**config.mk**
```make
export PLATFORM = sky130hd
export DESIGN_NAME = dut
export DESIGN_NICKNAME = d
export VERILOG_FILES = /design/src/rtl/dut.sv
export SDC_FILE = /design/constraint.sdc
export NUM_CORES = 1
export LEC_CHECK = 0
export CAP_MARGIN = 20
export CORE_AREA = 4 4 41 43
export DETAILED_ROUTE_END_ITERATION = 10
export DIE_AREA = 0 0 45 47
export SKIP_CTS_REPAIR_TIMING = 1
export SYNTH_ARGS = -nofsm -noshare
export SYNTH_HDL_FRONTEND = slang
export SYNTH_SLANG_ARGS = --single-unit
export TNS_END_PERCENT = 10
```
**constraint.sdc**
```tcl
create_clock -name clk -period 2.4 [get_ports clk]
set_clock_uncertainty 0.15 [all_clocks]
set_input_delay 0.48 -clock clk [delete_from_list [all_inputs] [get_ports clk]]
set_output_delay 0.48 -clock clk [all_outputs]
set_load 0.1 [all_outputs]
```
**src/rtl/dut.sv**
```systemverilog
// rtl/dut.sv - SPI master serial-clock generator with edge strobes
//
// Generates a burst of BITS SCK periods on clk_div after a one-cycle valid
// request seen while idle. Each SCK half-period is CLKS_PER_HALF_BIT clocks.
//
// Ports:
//   clk           system clock, rising edge
//   rst           synchronous active-high reset
//   valid         transfer request, sampled only while idle
//   clk_div       registered SCK, idles at CPOL
//   leading_edge  one-cycle strobe with each idle->active SCK transition
//   trailing_edge one-cycle strobe with each active->idle SCK transition

module dut #(
    parameter int CLKS_PER_HALF_BIT = 2,
    parameter int BITS              = 8,
    parameter bit CPOL              = 1'b0
) (
    input  logic clk,
    input  logic rst,
    input  logic valid,
    output logic clk_div,
    output logic leading_edge,
    output logic trailing_edge
);

    localparam int CNT_W  = $clog2(CLKS_PER_HALF_BIT);
    localparam int EDGE_W = $clog2(2 * BITS + 1);

    localparam logic [CNT_W-1:0]  CNT_MAX    = CNT_W'(CLKS_PER_HALF_BIT - 1);
    localparam logic [EDGE_W-1:0] EDGES_INIT = EDGE_W'(2 * BITS);

    localparam logic [0:0] IDLE = 1'b0;
    localparam logic [0:0] RUN  = 1'b1;

    logic [0:0]        state_q, state_d;
    logic [CNT_W-1:0]  cnt_q, cnt_d;
    logic [EDGE_W-1:0] edges_q, edges_d;
    logic              clk_div_q, clk_div_d;
    logic              lead_q, lead_d;
    logic              trail_q, trail_d;

    always_comb begin
        state_d   = state_q;
        cnt_d     = cnt_q;
        edges_d   = edges_q;
        clk_div_d = clk_div_q;
        lead_d    = 1'b0;
        trail_d   = 1'b0;

        case (state_q)
            IDLE: begin
                clk_div_d = CPOL;
                if (valid) begin
                    state_d = RUN;
                    cnt_d   = '0;
                    edges_d = EDGES_INIT;
                end
            end
            default: begin
                if (cnt_q != CNT_MAX) begin
                    cnt_d = cnt_q + CNT_W'(1);
                end else begin
                    cnt_d     = '0;
                    clk_div_d = ~clk_div_q;
                    edges_d   = edges_q - EDGE_W'(1);
                    // Remaining-edge count starts even, so an even count
                    // marks the first transition of an SCK period.
                    if (edges_q[0] == 1'b0) begin
                        lead_d = 1'b1;
                    end else begin
                        trail_d = 1'b1;
                    end
                    if (edges_q == EDGE_W'(1)) begin
                        state_d = IDLE;
                    end
                end
            end
        endcase
    end

    always_ff @(posedge clk) begin
        if (rst) begin
            state_q   <= IDLE;
            cnt_q     <= '0;
            edges_q   <= '0;
            clk_div_q <= CPOL;
            lead_q    <= 1'b0;
            trail_q   <= 1'b0;
        end else begin
            state_q   <= state_d;
            cnt_q     <= cnt_d;
            edges_q   <= edges_d;
            clk_div_q <= clk_div_d;
            lead_q    <= lead_d;
            trail_q   <= trail_d;
        end
    end

    assign clk_div       = clk_div_q;
    assign leading_edge  = lead_q;
    assign trailing_edge = trail_q;

endmodule

```
Word level (Yosys, flattened, before mapping):

Index checks and enable logic that the tools add are counted.
W data, S select, Z words.

* flip-flop bits (word level): 10
* input port bits: 3

* add/subtract/negate cells: 2
* equal/unequal tests: 2
* multiplexer cells: 12
* bitwise logic cells: 3
* reductions and logical operators: 4

Operators by type and width (number)
* $mux W5: 3
* $mux W1: 9
* $eq A5 B1 Y1 const B: 1
* $sub A5 B1 Y5 const B: 1
* $not A1 Y1: 3
* $reduce_or A3 Y1: 1
* $ne A2 B1 Y1 const B: 1
* $reduce_and A2 Y1: 1
* $reduce_bool A2 Y1: 1
* $reduce_or A2 Y1: 1
* $add A1 B1 Y1 const B: 1

Longest topological paths before layout:

Gate-level depths: netlist (run 1).

* depth in word-level cells: 4
* depth in mapped cells: 5

Worst setup path after synthesis (run 1):

Ideal clock, no wire load.

* kind: reg-to-output
* from: reg clk_div_q, in the netlist clk_div
* to: out clk_div
* arrival time: 0.939 ns
* setup slack: 0.831 ns
* cell stages (with the launch flop): 1
* buffers on the path: 0
* path through: dfxtp_1

RTL lines
* start: declaration: RTL line 39 `logic clk_div_q, clk_div_d;`
* start signal: assignment: RTL line 94 `clk_div_q <= clk_div_d;`
* end: declaration: RTL line 22 `output logic clk_div,`

No word-level cell between the ends.

Final worst setup path (run 1):

* from: reg clk_div_q, in the netlist clk_div
* to: out clk_div

No word-level cell between the ends.

==> results of run 1 <==
kinds of logic (layout without fill, tap and decap cells):
kind of cell	Yosys count	count (layout)	share of synthesized area [%]
flops	10	10	44.3
simple gates	19	19	25.8
buf+inv	6	11	5.54
compound gates	8	8	12.5
xor+xnor	1	1	1.94
fa+ha+maj	2	2	5.54
mux	2	2	4.43
registers in the layout, summed over array words and instances, names as in the netlist:
register and flops:
edges_q 5, clk_div 1, cnt_q 1, leading_edge 1
state_q 1, trailing_edge 1
power groups by stage:
stage	Sequential [uW]	Clock (uW)	Combinational, uW
3_5_place_dp	187	0	36.7
3_3_place_gp	188	0	36.6
5_1_grt	185	129	41.1
2_1_floorplan	186	0	28.8
6_report	184	111	36.4
4_1_cts	184	117	36.8
metrics by stage:
stage | cell area [um^2] | setup WS [ns] | total power (uW)
after global routing | 522 | 0.814 | 355
after detailed placement | 499 | 0.753 | 224
after CTS | 522 | 0.854 | 338
final | 522 | 0.866 | 332
after global placement | 499 | 0.752 | 224
after floorplan | 452 | 0.831 | 215
layout make-up:
cell class | instances | area share (%)
multi-input combinational | 32 | 43.4
sequential | 10 | 38.4
timing repair buffer | 5 | 8.15
clock buffer | 3 | 4.32
tap | 15 | 3.60
inverter | 3 | 2.16
per-layer routing:
metal | GRT usage, % | up-vias | wire length [um]
met5 | 0 | - | 0
met4 | 5.26 | 0 | 13
met3 | 6.90 | 2 | 59
met2 | 11.0 | 7 | 311
met1 | 11.3 | 154 | 375
li1 | - | 182 | -
synth_stat cells:
master,number
sky130_fd_sc_hd__dfxtp_1,10
sky130_fd_sc_hd__a21oi_1,4
sky130_fd_sc_hd__nand3_1,4
sky130_fd_sc_hd__nor2_1,4
sky130_fd_sc_hd__inv_1,3
sky130_fd_sc_hd__nand2_1,3
sky130_fd_sc_hd__buf_2,2
sky130_fd_sc_hd__ha_1,2
sky130_fd_sc_hd__mux2i_1,2
sky130_fd_sc_hd__a2bb2oi_1,1
sky130_fd_sc_hd__a311oi_1,1
sky130_fd_sc_hd__and4b_1,1
sky130_fd_sc_hd__and4bb_2,1
sky130_fd_sc_hd__clkbuf_1,1
sky130_fd_sc_hd__nand2b_1,1
sky130_fd_sc_hd__nand3b_1,1
sky130_fd_sc_hd__nand4b_1,1
sky130_fd_sc_hd__nor3b_1,1
sky130_fd_sc_hd__nor4bb_1,1
sky130_fd_sc_hd__o211a_1,1
sky130_fd_sc_hd__o311ai_0,1
sky130_fd_sc_hd__or4_1,1
sky130_fd_sc_hd__xnor2_1,1
worst max-delay path by stage:
stage	endpoint	slack (ns)	cells after the start
after floorplan	clk_div	0.83	0
after global routing	clk_div	0.81	1
after CTS	clk_div	0.85	1
final	clk_div	0.87	1
after global placement	trailing_edge	0.75	2
after detailed placement	trailing_edge	0.75	2
==> results_tabular.tex, run 1 <==
\begin{tabular}{lr}
\hline
Metric & Value \\
\hline
\multicolumn{2}{l}{\textbf{Critical path}} \\
\quad Critical path required time & around 1.8 ns \\
\quad Critical Path Start Type & flop \\
\quad Depth of the worst register-to-register path & 3 \\
\quad Maximum fanout count along the critical path & 2 \\
\quad Worst path buffer plus inverter count & 1 \\
\quad Crit Path Category & flop to primary output \\
\quad Beginning of the worst register-to-register path & state\_q \\
\quad Crit. End Element & primary output \\
\quad Maximum single-stage delay on the critical path & between 0.3 and 0.4 ns \\
\quad Setup slack of the worst register-to-register path & between 0.9 and 1 ns \\
\quad Launching instance or port of the critical path & clk\_div \\
\quad Ordered cell list for the critical path & buf\_4 \\
\quad Data arrival time of the critical path & $\sim$0.90 ns \\
\quad Worst path top cell family by delay & flip-flops \\
\quad Slowest CP cell & sky130\_fd\_sc\_hd\_\_dfxtp\_1 \\
\quad Endpoint of the worst-slack reg-to-reg timing path & edges\_q[3] \\
\multicolumn{2}{l}{\textbf{Layout}} \\
\quad Diode count & 0 \\
\quad NumNets Final & 60 \\
\quad Area Growth Syn to Fin & 15.5\% \\
\quad Number of inserted filler cells in the final layout & 138 \\
\quad Share of layout cells above drive strength 1 & around an eighth \\
\quad Non-filler cells in the finished layout & between 60 and 70 \\
\quad Finished Core Util & between 40\% and 50\% \\
\quad FF/Latch Area & between 200 and 250 um\^{}2 \\
\quad Multi-input combinational cell area & between 200 and 250 um\^{}2 \\
\quad Top library cells by usage in the layout, fill and taps aside & sky130\_fd\_sc\_hd\_\_dfxtp\_1, sky130\_fd\_sc\_hd\_\_nor2\_1, sky130\_fd\_sc\_hd\_\_nand3\_1, sky130\_fd\_sc\_hd\_\_a21oi\_1 \\
\quad Most common cell after layout, fill and taps aside & sky130\_fd\_sc\_hd\_\_dfxtp\_1 \\
\multicolumn{2}{l}{\textbf{Hold path}} \\
\quad Hold Crit Class & flop to flop \\
\quad Min-delay src & edges\_q[2] \\
\quad Hold Crit Endpoint & edges\_q[2] \\
\quad Depth of the worst hold-timing path & 2 \\
\multicolumn{2}{l}{\textbf{Pwr}} \\
\quad Switching pwr & 83.8 uW \\
\quad Max IR drop VDD & roughly 0.32 mV \\
\quad Leakage component of the power & 0.000201 uW \\
\quad Comb pwr share & 11.0\% \\
\quad Total power divided by cell area & around 640 nW/um\^{}2 \\
\quad Internal power & 248 uW \\
\quad Sequential share of power & 55.5\% \\
\quad Relative contribution of the clock network to total power & 33.6\% \\
\quad Net switching share of the total power & between 20\% and 30\% \\
\multicolumn{2}{l}{\textbf{GRT}} \\
\quad Largest net degree at the start of global routing & 14 \\
\quad Via count of the first global-routing pass & 264 \\
\quad Total routing usage reported by global routing & under 10\% \\
\quad Total congestion overflow after global routing & 0 \\
\quad First-pass GRT wire length & roughly 1300 um \\
\quad Antenna violations before repair & 0 \\
\multicolumn{2}{l}{\textbf{Timing}} \\
\quad Final count of negative-setup-slack endpoints & 0 \\
\quad Final critical-path required period & between 1.5 and 2 ns \\
\quad Summed negative setup slack over all endpoints & 0 ns \\
\quad Total count of hold-check failures in the final report & 0 \\
\quad Worst slew margin relative to its limit & approximately three quarters \\
\quad Fraction of the cycle the final worst path needs & a little under two thirds \\
\quad Hold Worst Slack & roughly 0.34 ns \\
\quad Total count of max-transition violations in the final report & 0 \\
\quad Worst slew pin tran & roughly 0.38 ns \\
\quad RSZ-0062 raised after global routing & false \\
\quad Highest clock rate & between 0.6 and 0.7 GHz \\
\multicolumn{2}{l}{\textbf{Floorplan}} \\
\quad Area inside the core boundary & 1300 um\^{}2 \\
\quad Height of the die & 47 um \\
\quad Number of primary I/O pins & 6 \\
\quad Initial Util & 34.7\% \\
\quad Die width & approximately 45 um \\
\quad Die outline area & between 2000 and 2500 um\^{}2 \\
\quad Floorplan row count & 13 \\
\multicolumn{2}{l}{\textbf{Synth}} \\
\quad Post-synthesis instance total & between 40 and 50 \\
\quad Post-synthesis instance area & between 400 and 500 um\^{}2 \\
\quad Top cell type by total area after synthesis & sky130\_fd\_sc\_hd\_\_dfxtp\_1 \\
\quad Area share of the leading cell type in the synthesized netlist & $\sim$44\% \\
\quad Number of unique standard cell types used by synthesis & 23 \\
\quad Sequential share of the synthesized area & 44.3\% \\
\quad Mean Syn Cell Area & around 9.4 um\^{}2 \\
\quad Register bit count reported by yosys & 10 \\
\quad Number of nets in the synthesized netlist & 53 \\
\quad Warnings from Yosys & 0 \\
\quad Main area contributors after synthesis & sky130\_fd\_sc\_hd\_\_dfxtp\_1, sky130\_fd\_sc\_hd\_\_ha\_1, sky130\_fd\_sc\_hd\_\_a21oi\_1, sky130\_fd\_sc\_hd\_\_mux2i\_1, sky130\_fd\_sc\_hd\_\_nand3\_1 \\
\multicolumn{2}{l}{\textbf{Routing}} \\
\quad Total number of vias & between 300 and 400 \\
\quad Length of the first detailed-routing pass in iterations & 3 \\
\quad DRC violations left & 0 \\
\quad Average routed wire per standard cell & about 11 um \\
\quad Detailed Route Iter0 Violations & 3 \\
\quad Post-route ant nets & 0 \\
\quad Final wirelength & approximately 760 um \\
\quad Average via count per standard cell & around 5.1 \\
\multicolumn{2}{l}{\textbf{Place}} \\
\quad Post-placement cell count & 65 \\
\quad Routability cong. & about 0.7 \\
\quad Count of buffers from port buffering & 5 \\
\multicolumn{2}{l}{\textbf{Job}} \\
\quad Max-cap violations & 0 \\
\multicolumn{2}{l}{\textbf{CTS}} \\
\quad CTS tree & yes \\
\quad Number of buffers created by CTS & 3 \\
\quad Reg clk slew, reported paths & around 0.06 ns \\
\quad Clock Tree Buf Depth & 2 \\
\quad Source-to-sink clock delay at the later pin of the worst-skew pair & 0.26 ns \\
\quad \# clock sinks & 10 \\
\quad Clock Tree Root & sky130\_fd\_sc\_hd\_\_clkbuf\_4 \\
\quad Deepest level of the CTS H-tree & 1 \\
\multicolumn{2}{l}{\textbf{Run status}} \\
\quad Status & finished clean \\
\hline
\end{tabular}
No activity file was read; power rests on OpenSTA's default activity.
==> run 2: changes to the inputs <==
==> constraint.sdc (replaced) <==
create_clock -name clk -period 1.2 [get_ports clk]
set_clock_uncertainty 0.15 [all_clocks]
set_input_delay 0.24 -clock clk [delete_from_list [all_inputs] [get_ports clk]]
set_output_delay 0.24 -clock clk [all_outputs]
set_load 0.1 [all_outputs]
==> run 2 against run 1 <==
The flow now finishes with violations (setup timing). Utilization up 8.4 points. Non-clock buffer count increased by 7. Clock power increased by 110%. Cell area is 21% higher. Hold slack improved by 0.012 ns. Total power grew 110%. Worst setup slack got worse by 0.90 ns. Sequential share of layout area down 5.6 points. Final cell count grew 10%. Combinational power grew to 3.1 times the previous value. Critical path type is now flop to flop. Largest cell class unchanged.
==> results_tabular.tex, run 2 (synthesis gave the netlist of run 1 again) <==
\begin{tabular}{lr}
\hline
Metric & Value \\
\hline
\multicolumn{2}{l}{\textbf{Critical path}} \\
\quad Crit Path Category & flop to flop \\
\quad Crit. End Element & flop \\
\quad Depth of the worst register-to-register path & 3 (unchanged) \\
\quad Maximum fanout count along the critical path & 3 (+1) \\
\quad Beginning of the worst register-to-register path & state\_q \\
\quad Setup slack of the worst register-to-register path & -0.04 ns (-0.98 ns) \\
\quad Endpoint of the worst-slack reg-to-reg timing path & edges\_q[3] \\
\quad Data arrival time of the critical path & 1.29 ns (+0.39 ns) \\
\quad Critical path required time & 1.26 ns (-0.51 ns) \\
\quad Critical Path Start Type & flop \\
\multicolumn{2}{l}{\textbf{Layout}} \\
\quad Share of layout cells above drive strength 1 & 36.7\% (+23 points) \\
\quad Area Growth Syn to Fin & 39.6\% \\
\quad Largest reg by FF count & edges\_q \\
\quad Cell area after layout & 631 um\^{}2 (+21\%) \\
\quad Top library cells by usage in the layout, fill and taps aside & sky130\_fd\_sc\_hd\_\_buf\_4, sky130\_fd\_sc\_hd\_\_dfxtp\_2, sky130\_fd\_sc\_hd\_\_dfxtp\_1 \\
\quad Most common cell after layout, fill and taps aside & sky130\_fd\_sc\_hd\_\_buf\_4 \\
\quad NumNets Final & 67 (+12\%) \\
\quad Finished Core Util & 48.5\% (+8.4 points) \\
\quad Diode count & 0 (unchanged) \\
\quad Max reg flops & 5 (unchanged) \\
\multicolumn{2}{l}{\textbf{Routing}} \\
\quad Total number of vias & 395 (+14\%) \\
\quad Average routed wire per standard cell & 12.9 um (+15\%) \\
\quad Final wirelength & 965 um (+27\%) \\
\quad Average via count per standard cell & 5.27 (+3.8\%) \\
\quad Detailed Route Iter0 Violations & 4 (+1) \\
\quad Length of the first detailed-routing pass in iterations & 3 (unchanged) \\
\quad Post-route ant nets & 0 (unchanged) \\
\quad DRC violations left & 0 (unchanged) \\
\multicolumn{2}{l}{\textbf{Floorplan}} \\
\quad Die width & 45 um (unchanged) \\
\quad Initial Util & 34.7\% (unchanged) \\
\quad Number of primary I/O pins & 6 (unchanged) \\
\quad Height of the die & 47 um (unchanged) \\
\quad Die outline area & 2120 um\^{}2 (unchanged) \\
\quad Floorplan row count & 13 (unchanged) \\
\quad Area inside the core boundary & 1300 um\^{}2 (unchanged) \\
\multicolumn{2}{l}{\textbf{Hold path}} \\
\quad Hold Crit Endpoint & edges\_q[1] \\
\quad Hold Crit Class & flop to flop \\
\quad Min-delay src & edges\_q[1] \\
\quad Depth of the worst hold-timing path & 2 (unchanged) \\
\multicolumn{2}{l}{\textbf{Place}} \\
\quad Count of buffers from port buffering & 5 (unchanged) \\
\quad Routability cong. & 0.791 (+9.8\%) \\
\quad Area of placed instances & 591 um\^{}2 (+18\%) \\
\quad Worst Setup Slack post-DPL & -0.242 ns (-0.995 ns) \\
\quad Post-detail-place hpwl & roughly 730 um \\
\multicolumn{2}{l}{\textbf{CTS}} \\
\quad CTS tree & yes \\
\quad \# clock sinks & 10 (unchanged) \\
\quad Reg clk slew, reported paths & 0.07 ns (about the same) \\
\quad Clock Tree Buf Depth & 2 (unchanged) \\
\quad Source-to-sink clock delay at the later pin of the worst-skew pair & 0.27 ns (about the same) \\
\quad Clock Tree Root & sky130\_fd\_sc\_hd\_\_clkbuf\_4 \\
\quad Number of buffers created by CTS & 3 (unchanged) \\
\quad Deepest level of the CTS H-tree & 1 (unchanged) \\
\multicolumn{2}{l}{\textbf{Timing}} \\
\quad Fraction of the cycle the final worst path needs & 103\% \\
\quad Total count of max-transition violations in the final report & 0 (unchanged) \\
\quad Worst slew pin tran & 0.391 ns (+0.00950 ns) \\
\quad Final count of negative-setup-slack endpoints & 1 (+1) \\
\quad Highest clock rate & between 0.8 and 0.9 GHz \\
\quad Worst slew margin relative to its limit & 73.6\% (-0.93 points) \\
\quad Final setup slack of the worst path & -0.0382 ns (-0.905 ns) \\
\quad Total count of hold-check failures in the final report & 0 (unchanged) \\
\quad Final critical-path required period & roughly 1.2 ns \\
\quad Summed negative setup slack over all endpoints & -0.0382 ns (-0.0382 ns) \\
\quad Hold Worst Slack & 0.353 ns (+0.0122 ns) \\
\quad RSZ-0062 raised after global routing & true \\
\multicolumn{2}{l}{\textbf{GRT}} \\
\quad Total congestion overflow after global routing & 0 (unchanged) \\
\quad First-pass GRT wire length & 1740 um (+38\%) \\
\quad Largest net degree at the start of global routing & 12 (-2) \\
\quad Antenna violations before repair & 0 (unchanged) \\
\quad Via count of the first global-routing pass & 408 (+55\%) \\
\quad Total routing usage reported by global routing & 11.8\% (+2.7 points) \\
\multicolumn{2}{l}{\textbf{Pwr}} \\
\quad Sequential share of power & 51.0\% (-4.5 points) \\
\quad Net switching share of the total power & 26.2\% (+0.93 points) \\
\quad Leakage component of the power & 0.000247 uW (+23\%) \\
\quad Internal power & 518 uW (+110\%) \\
\quad Switching pwr & 184 uW (+120\%) \\
\quad Max IR drop VDD & 0.677 mV (+110\%) \\
\quad Relative contribution of the clock network to total power & 32.9\% (-0.7 points) \\
\quad Total power divided by cell area & 1110 nW/um\^{}2 (+75\%) \\
\quad Comb pwr share & 16.2\% (+5.2 points) \\
\multicolumn{2}{l}{\textbf{Run status}} \\
\quad Status & finished, violations left \\
\quad Violations in the final reports & setup timing \\
\multicolumn{2}{l}{\textbf{Job}} \\
\quad Max-cap violations & 0 (unchanged) \\
\hline
\end{tabular}
==> run 2: cell count changes in the layout (fill, tap and decap cells not counted), sizes merged <==
cell,change
buf,+7
==> run 2: worst max-delay path: stages, from the launching register on <==
cell	delay, ns
sky130_fd_sc_hd__dfxtp_1	0.36
sky130_fd_sc_hd__nand3b_1	0.10
sky130_fd_sc_hd__or4_1	0.42
sky130_fd_sc_hd__a21oi_2	0.14
==> run 2: cell type report <==
| type | instances | area [um^2] |
|---|---|---|
| clock buffer | 3 | 22.5 |
| fill | 139 | 671 |
| inverter | 3 | 11.3 |
| multi-input combinational | 32 | 235 |
| sequential | 10 | 206 |
| tap | 15 | 18.8 |
| timing repair buffer | 12 | 136 |
==> run 2: stage by stage <==
stage          total power (uW)  instances
2_1_floorplan               431         48
3_3_place_gp                473         72
3_5_place_dp                474         72
4_1_cts                     704         75
5_1_grt                     743         75
6_report                    702         75
==> run 2: power groups by stage <==
stage | registers [uW] | clock network, uW | logic, uW
6_report | 358 | 231 | 113
5_1_grt | 359 | 258 | 126
4_1_cts | 357 | 237 | 110
3_5_place_dp | 365 | 0 | 109
3_3_place_gp | 364 | 0 | 109
2_1_floorplan | 373 | 0 | 57.6
==> run 2: how the worst max path moves through the flow <==
stage	start	endpoint	slack, ns	depth (start not counted)
2_1_floorplan	leading_edge	leading_edge	-0.1	0
3_5_place_dp	rst	leading_edge	-0.24	2
5_1_grt	edges_q[2]	edges_q[3]	-0.11	3
4_1_cts	edges_q[0]	edges_q[4]	-0.06	5
3_3_place_gp	rst	edges_q[2]	-0.16	3
6_report	state_q	edges_q[3]	-0.04	3
==> run 2: per-layer routing <==
metal  wire length [um]  track usage [%]  share of wire [%]  vias up
li1                   -                -                  -      200
met3                 63             6.90                6.5        0
met2                458             20.1                 47        6
met5                  0                0                  0        -
met4                  0             3.51                  0        0
met1                443             12.4                 46      189
